### config.mk
export PLATFORM = sky130hd
export DESIGN_NAME = player_ctl_flat
export DESIGN_NICKNAME = d
export VERILOG_FILES = /design/src/rtl/player_ctl_if.sv /design/src/rtl/player_ctl.sv /design/src/flat_wrapper.sv
export SDC_FILE = /design/constraint.sdc
export NUM_CORES = 1
export LEC_CHECK = 0
export ABC_AREA = 1
export BUFFER_PORTS_ARGS = -buffer_cell sky130_fd_sc_hd__buf_2
export CORE_MARGIN = 5
export CORE_UTILIZATION = 50
export CTS_BUF_LIST = sky130_fd_sc_hd__clkbuf_4 sky130_fd_sc_hd__clkbuf_8
export CTS_CLUSTER_SIZE = 12
export DETAILED_ROUTE_END_ITERATION = 7
export MAX_ROUTING_LAYER = met4
export PLACE_DENSITY = 0.69
export SLEW_MARGIN = 25
export SYNTH_ARGS = -nofsm -noshare
export SYNTH_HDL_FRONTEND = slang
export SYNTH_SLANG_ARGS = --single-unit
export TNS_END_PERCENT = 100
### constraint.sdc
create_clock -name clk -period 5.2 [get_ports clk]
set_clock_uncertainty 0.15 [all_clocks]
set_input_delay 0.78 -clock clk [delete_from_list [all_inputs] [get_ports clk]]
set_output_delay 0.78 -clock clk [all_outputs]
set_load 0.01 [all_outputs]
### src/rtl/player_ctl_if.sv
// Signal bundle between the frame timing / button logic and the player movement controller.
// The controller side uses the slave modport; the source side (timing chain, buttons, sprite) uses master.
interface player_ctl_if;
    logic       vblnk;
    logic       btn_left;
    logic       btn_right;
    logic       btn_jump;
    logic [9:0] player_xpos;
    logic [9:0] player_ypos;
    logic       dirction;
    logic       airborne;

    modport master (
        output vblnk, btn_left, btn_right, btn_jump,
        input  player_xpos, player_ypos, dirction, airborne
    );

    modport slave (
        input  vblnk, btn_left, btn_right, btn_jump,
        output player_xpos, player_ypos, dirction, airborne
    );
endinterface

### src/rtl/player_ctl.sv
// Per-frame player movement: saturating horizontal steps plus a jump/gravity FSM,
// all state advancing once per frame on the rising edge of vblnk.
//
// state    | meaning
// ---------+--------------------------------------------------------------
// S_GROUND | standing on the floor row, waiting for a pending jump
// S_RISE   | moving up, speed decays by GRAVITY each frame
// S_FALL   | moving down, speed grows to VY_MAX until the floor is hit
module player_ctl #(
    parameter int X_INIT  = 10,
    parameter int X_MIN   = 0,
    parameter int X_MAX   = 958,
    parameter int Y_FLOOR = 292,
    parameter int Y_MIN   = 0,
    parameter int STEP    = 4,
    parameter int JUMP_V0 = 12,
    parameter int GRAVITY = 1,
    parameter int VY_MAX  = 12
) (
    input logic         clk,
    input logic         rst,
    player_ctl_if.slave bus
);
    typedef enum logic [1:0] {
        S_GROUND = 2'd0,
        S_RISE   = 2'd1,
        S_FALL   = 2'd2
    } state_t;

    localparam logic signed [10:0] C_X_MIN   = 11'(X_MIN);
    localparam logic signed [10:0] C_X_MAX   = 11'(X_MAX);
    localparam logic signed [10:0] C_Y_MIN   = 11'(Y_MIN);
    localparam logic signed [10:0] C_Y_FLOOR = 11'(Y_FLOOR);
    localparam logic signed [10:0] C_STEP    = 11'(STEP);

    state_t             r_state, w_state_nxt;
    logic [2:0]         r_btn_s1, r_btn_s2;  // {jump, right, left}
    logic               r_jump_q, r_vblnk_q;
    logic               r_jump_pend, w_jump_pend_nxt;
    logic [9:0]         r_x, w_x_nxt, r_y, w_y_nxt;
    logic [4:0]         r_vy, w_vy_nxt;
    logic               r_dir, w_dir_nxt, r_airborne;
    logic               w_tick, w_jump_rise, w_left, w_right;
    logic signed [10:0] w_x_ext, w_x_sub, w_x_add;
    logic signed [10:0] w_y_ext, w_y_sub, w_y_add;
    logic [5:0]         w_vy_inc, w_vn;

    assign w_tick      = bus.vblnk & ~r_vblnk_q;
    assign w_jump_rise = r_btn_s2[2] & ~r_jump_q;
    assign w_left      = r_btn_s2[0];
    assign w_right     = r_btn_s2[1];

    // All position math is done 11 bits wide so nothing wraps before saturation.
    assign w_x_ext  = $signed({1'b0, r_x});
    assign w_x_sub  = w_x_ext - C_STEP;
    assign w_x_add  = w_x_ext + C_STEP;
    assign w_y_ext  = $signed({1'b0, r_y});
    assign w_y_sub  = w_y_ext - $signed({6'b0, r_vy});
    assign w_vy_inc = {1'b0, r_vy} + 6'(GRAVITY);
    assign w_vn     = (w_vy_inc > 6'(VY_MAX)) ? 6'(VY_MAX) : w_vy_inc;
    assign w_y_add  = w_y_ext + $signed({5'b0, w_vn});

    always_ff @(posedge clk) begin
        if (rst) begin
            r_state <= S_GROUND;
        end else begin
            r_state <= w_state_nxt;
        end
    end

    always_comb begin
        w_state_nxt     = r_state;
        w_x_nxt         = r_x;
        w_dir_nxt       = r_dir;
        w_y_nxt         = r_y;
        w_vy_nxt        = r_vy;
        w_jump_pend_nxt = r_jump_pend;

        if (w_tick) begin
            if (w_left && !w_right) begin
                w_x_nxt   = (w_x_sub < C_X_MIN) ? C_X_MIN[9:0] : w_x_sub[9:0];
                w_dir_nxt = 1'b0;
            end else if (w_right && !w_left) begin
                w_x_nxt   = (w_x_add > C_X_MAX) ? C_X_MAX[9:0] : w_x_add[9:0];
                w_dir_nxt = 1'b1;
            end
        end

        case (r_state)
            S_GROUND: begin
                if (w_tick && r_jump_pend) begin
                    w_state_nxt     = S_RISE;
                    w_vy_nxt        = 5'(JUMP_V0);
                    w_jump_pend_nxt = 1'b0;
                end
            end
            S_RISE: begin
                if (w_tick) begin
                    if (w_y_sub <= C_Y_MIN) begin
                        w_y_nxt     = C_Y_MIN[9:0];
                        w_vy_nxt    = 5'd0;
                        w_state_nxt = S_FALL;
                    end else begin
                        w_y_nxt  = w_y_sub[9:0];
                        w_vy_nxt = r_vy - 5'(GRAVITY);
                        if (r_vy <= 5'(GRAVITY)) begin
                            w_state_nxt = S_FALL;
                        end
                    end
                end
            end
            S_FALL: begin
                if (w_tick) begin
                    if (w_y_add >= C_Y_FLOOR) begin
                        w_y_nxt     = C_Y_FLOOR[9:0];
                        w_vy_nxt    = 5'd0;
                        w_state_nxt = S_GROUND;
                    end else begin
                        w_y_nxt  = w_y_add[9:0];
                        w_vy_nxt = w_vn[4:0];
                    end
                end
            end
            default: w_state_nxt = S_FALL;
        endcase

        // A fresh press wins over consumption; it can only fire on a later tick.
        if (w_jump_rise) begin
            w_jump_pend_nxt = 1'b1;
        end
    end

    always_ff @(posedge clk) begin
        if (rst) begin
            r_btn_s1    <= 3'b000;
            r_btn_s2    <= 3'b000;
            r_jump_q    <= 1'b0;
            r_vblnk_q   <= 1'b0;
            r_jump_pend <= 1'b0;
            r_x         <= 10'(X_INIT);
            r_y         <= C_Y_FLOOR[9:0];
            r_vy        <= 5'd0;
            r_dir       <= 1'b1;
            r_airborne  <= 1'b0;
        end else begin
            r_btn_s1    <= {bus.btn_jump, bus.btn_right, bus.btn_left};
            r_btn_s2    <= r_btn_s1;
            r_jump_q    <= r_btn_s2[2];
            r_vblnk_q   <= bus.vblnk;
            r_jump_pend <= w_jump_pend_nxt;
            r_x         <= w_x_nxt;
            r_y         <= w_y_nxt;
            r_vy        <= w_vy_nxt;
            r_dir       <= w_dir_nxt;
            r_airborne  <= (w_state_nxt != S_GROUND);
        end
    end

    assign bus.player_xpos = r_x;
    assign bus.player_ypos = r_y;
    assign bus.dirction    = r_dir;
    assign bus.airborne    = r_airborne;
endmodule

### src/flat_wrapper.sv
// flat-port wrapper written by rule: the top's interface ports become plain ports
module player_ctl_flat 
#(
    parameter int X_INIT  = 10,
    parameter int X_MIN   = 0,
    parameter int X_MAX   = 958,
    parameter int Y_FLOOR = 292,
    parameter int Y_MIN   = 0,
    parameter int STEP    = 4,
    parameter int JUMP_V0 = 12,
    parameter int GRAVITY = 1,
    parameter int VY_MAX  = 12
)
  (clk, rst, bus_vblnk, bus_btn_left, bus_btn_right, bus_btn_jump, bus_player_xpos, bus_player_ypos, bus_dirction, bus_airborne);
  player_ctl_if bus_i ();
  input logic clk;
  input logic rst;
  input wire logic [$bits(bus_i.vblnk)-1:0] bus_vblnk;
  input wire logic [$bits(bus_i.btn_left)-1:0] bus_btn_left;
  input wire logic [$bits(bus_i.btn_right)-1:0] bus_btn_right;
  input wire logic [$bits(bus_i.btn_jump)-1:0] bus_btn_jump;
  output wire logic [$bits(bus_i.player_xpos)-1:0] bus_player_xpos;
  output wire logic [$bits(bus_i.player_ypos)-1:0] bus_player_ypos;
  output wire logic [$bits(bus_i.dirction)-1:0] bus_dirction;
  output wire logic [$bits(bus_i.airborne)-1:0] bus_airborne;
  assign bus_i.vblnk = bus_vblnk;
  assign bus_i.btn_left = bus_btn_left;
  assign bus_i.btn_right = bus_btn_right;
  assign bus_i.btn_jump = bus_btn_jump;
  assign bus_player_xpos = bus_i.player_xpos;
  assign bus_player_ypos = bus_i.player_ypos;
  assign bus_dirction = bus_i.dirction;
  assign bus_airborne = bus_i.airborne;
  player_ctl #(.X_INIT(X_INIT), .X_MIN(X_MIN), .X_MAX(X_MAX), .Y_FLOOR(Y_FLOOR), .Y_MIN(Y_MIN), .STEP(STEP), .JUMP_V0(JUMP_V0), .GRAVITY(GRAVITY), .VY_MAX(VY_MAX)) u_core (.clk(clk), .rst(rst), .bus(bus_i));
endmodule
==> qor.csv <==
metric,value,unit
combinational power share,0.201,
CTS tree,done,
WL/cell,12.9,um
average cell area after synthesis,6.39,um2
post-route ant nets,0,
DRT iter0 DRCs,254,
fin nets,547,
CTS Buf Count,5,
GRT Resource Usage Total,0.214,
"Top FF cell, synth",dfxtp_1,
"Seq/Total Area, Yosys",0.235,
CP peak stage delay,0.45,ns
synthesized area,3150,um2
PD cells,185,nW/um2
GR Overflow Total,0,
Top Ports,28,
flop-to-flop setup slack,1.72,ns
# clock sinks,37,
startpoint types,register,
Inserted Diodes,0,
post-synthesis register bit count,37,
H-tree depth,2,
sw power,197,uW
Die Width,89.3,um
register area,741,um2
Reg-to-Reg End,u_core.bus.player_ypos[8],
DRC viols,0,
final wirelength,7670,um
Die ar.,7980,um2
antenna violations before repair,0,
Final Slew Violations,0,
CP Data Required Time,5.23,ns
Gate Count Post-Synth,493,
"Critical Path, Cell by Cell",ha_1 > nand3_1 > nor2_1 > nand2_1 > a21oi_2 > nand2_1 > inv_1 > ha_1 > inv_1 > fa_1 > nand3b_1 > nand2_1 > nand2_1 > nand2_1 > nand2_1 > xor2_1 > nand2_1 > nand2_2 > nand2_4 > nand2_1 > nand2_1 > nand2_1 > nand2_1 > nand2_1,
f_max,0.287,GHz
clk_lat worst skew,0.29,ns
Yosys cell types,44,
Die Height,89.3,um
switching share of power,0.313,
vias in the first global route,2894,
Crit. path cell count,24,
HPWL after detailed placement,5880,um
CP Capture Point,u_core.bus.player_ypos[8],
layout cells sized above 1,0.128,
Bufs and invs on worst path,2,
cell area after layout,3400,um2
Placeable Area,6240,um2
Pleak,1.76,nW
Sequential Power Share,0.481,
starting density of the core,0.504,
RSZ-0062 raised after global routing,no,
HP Class,register to register,
measured slew at the worst slew-check pin,0.812,ns
GP Congestion,0.929,
row count,29,
Vias,3154,
first-pass GRT wire length,13200,um
status,completed,
CTS resizes,0,
number of synthesized flops with an enable pin,0,
Most common cell on crit path,nand2_1,
Internal,433,uW
Final Hold Vio Count,0,
Post-DP Area,3320,um2
vias per cell,5.32,
Tmin final,3.48,ns
final worst path period share,0.670,
Post-CTS Setup Bufs,0,
Max-Cap Viols,0,
"CP delay by family, top",simple AND/OR/NAND/NOR gates,
pin count of the biggest net entering global routing,28,
crit path kind,register to register,
clock power share,0.319,
Max-slew headroom,0.457,
CP arrival,3.52,ns
reg2reg path depth,24,
Clock Tree Root,clkbuf_8,
CTS Hold Buffers Added,0,
Post-synth ARST share,0,
PortBufs,26,
CP endpoint kind,register,
final-layout fill cell count,654,
hold slack final,0.255,ns
Synth-to-Final Area Change,8.07,%
Worst R2R Start,u_core.r_vy[0],
Synth Warn #,0,
TNS Setup,0,ns
worst ir drop on vdd,0.181,mV
Pre-Repair DR Iteration Count,7,
"CTS clk-pin slew, worst paths",0.08,ns
area occupied by multi-input gates,2020,um2
final setup violation count,0,
worst-path maximum fanout,13,
Critical-path top delay cell,dfxtp_1,
buffer levels on the longest clock path,2,
Critical path origin,u_core.r_vy[0],
-- state kept, by name (all words and copies together), names as in the netlist, 2 cells and up --
| signal | cells |
|---|---|
| u_core.r_vy | 5 |
| u_core.bus.player_xpos | 9 |
| u_core.bus.player_ypos | 10 |
| u_core.r_btn_s1 | 3 |
| u_core.r_state | 2 |
| u_core.r_btn_s2 | 3 |
-- power by group through the flow --
| stage | logic [mW] | registers [mW] | clock network [mW] |
|---|---|---|---|
| final | 0.127 | 0.303 | 0.201 |
| after global routing | 0.143 | 0.304 | 0.221 |
| after CTS | 0.125 | 0.303 | 0.207 |
| after detailed placement | 0.124 | 0.309 | 0 |
| after global placement | 0.123 | 0.309 | 0 |
| after floorplan | 0.102 | 0.307 | 0 |
-- per-layer routing --
layer	vias up	routed length, um	global-route usage
met1	1426	3810	0.306
met2	111	3280	0.312
li1	1610	-	-
met3	7	504	0.0249
met5	-	0	-
met4	0	76	0.0677
-- cells in the final DEF, fill, tap and decap left out, drive strengths merged, types with 6 or more instances in the layout --
cell type	count
nand2	139
inv	83
nor2	47
nand3	45
dfxtp	37
a21oi	30
buf	27
ha	23
xor2	15
nand4	13
o21ai	12
nor3	9
clkbuf	6
-- cell usage after synthesis (7+ instances only) --
cell type,instances,share of area
nand2_1,130,0.16
inv_1,78,0.093
nor2_1,43,0.051
nand3_1,41,0.065
dfxtp_1,37,0.24
a21oi_1,25,0.040
ha_1,23,0.091
xor2_1,14,0.039
nand4_1,12,0.024
o21ai_0,10,0.016
nor3_1,8,0.013
nand2_2,7,0.014
-- cell type report --
cell class / instances / share of cell area
clock buffers: 6 / 0.0224
repair buffers: 27 / 0.0405
clock inverters: 1 / 0.00257
well taps: 77 / 0.0283
inverters: 85 / 0.0938
multi-input cells: 360 / 0.595
flip-flops and latches: 37 / 0.218
-- worst min path at each step --
stage	cells after the start	slack [ns]	end	start
6_report	2	0.25	u_core.r_btn_s2[0]	u_core.r_btn_s1[0]
5_1_grt	2	0.28	u_core.r_btn_s2[1]	u_core.r_btn_s1[1]
4_1_cts	2	0.26	u_core.r_btn_s2[0]	u_core.r_btn_s1[0]
3_5_place_dp	2	0.24	u_core.r_btn_s2[0]	u_core.r_btn_s1[0]
3_3_place_gp	2	0.24	u_core.r_btn_s2[0]	u_core.r_btn_s1[0]
2_1_floorplan	2	0.24	u_core.r_btn_s2[0]	u_core.r_btn_s1[0]
-- through the flow --
stage | setup slack, ns | instances | power (mW) | util
finish | 1.72 | 593 | 0.630 | 0.545
CTS | 1.73 | 593 | 0.634 | 0.545
floorplan | 2.06 | 495 | 0.409 | -
global placement | 1.88 | 586 | 0.432 | 0.531
global route | 1.28 | 593 | 0.668 | 0.545
detailed placement | 1.77 | 586 | 0.433 | 0.531
-- logic make-up (layout without fill, tap and decap cells) --
group                    after synthesis  after routing  share of synthesized area
AO/OA/AOI/OAI                         58             58                      0.116
flip-flops                            37             37                      0.235
adder cells (fa/ha/maj)               25             25                      0.104
other                                  1              3                    0.00119
buffers and inverters                 98            119                      0.124
XOR/XNOR                              16             16                     0.0469
AND/OR/NAND/NOR                      258            258                      0.372
-- worst reg2reg max path: cells and delay by family, from the launching register on --
kind                     cells  cell delay [ns]
AND/OR/NAND/NOR             17             1.53
adder cells (fa/ha/maj)      3             0.76
flip-flops                   1             0.45
AO/OA/AOI/OAI                1             0.20
XOR/XNOR                     1             0.15
buffers and inverters        2             0.12
(Power assumes the default switching activity.)
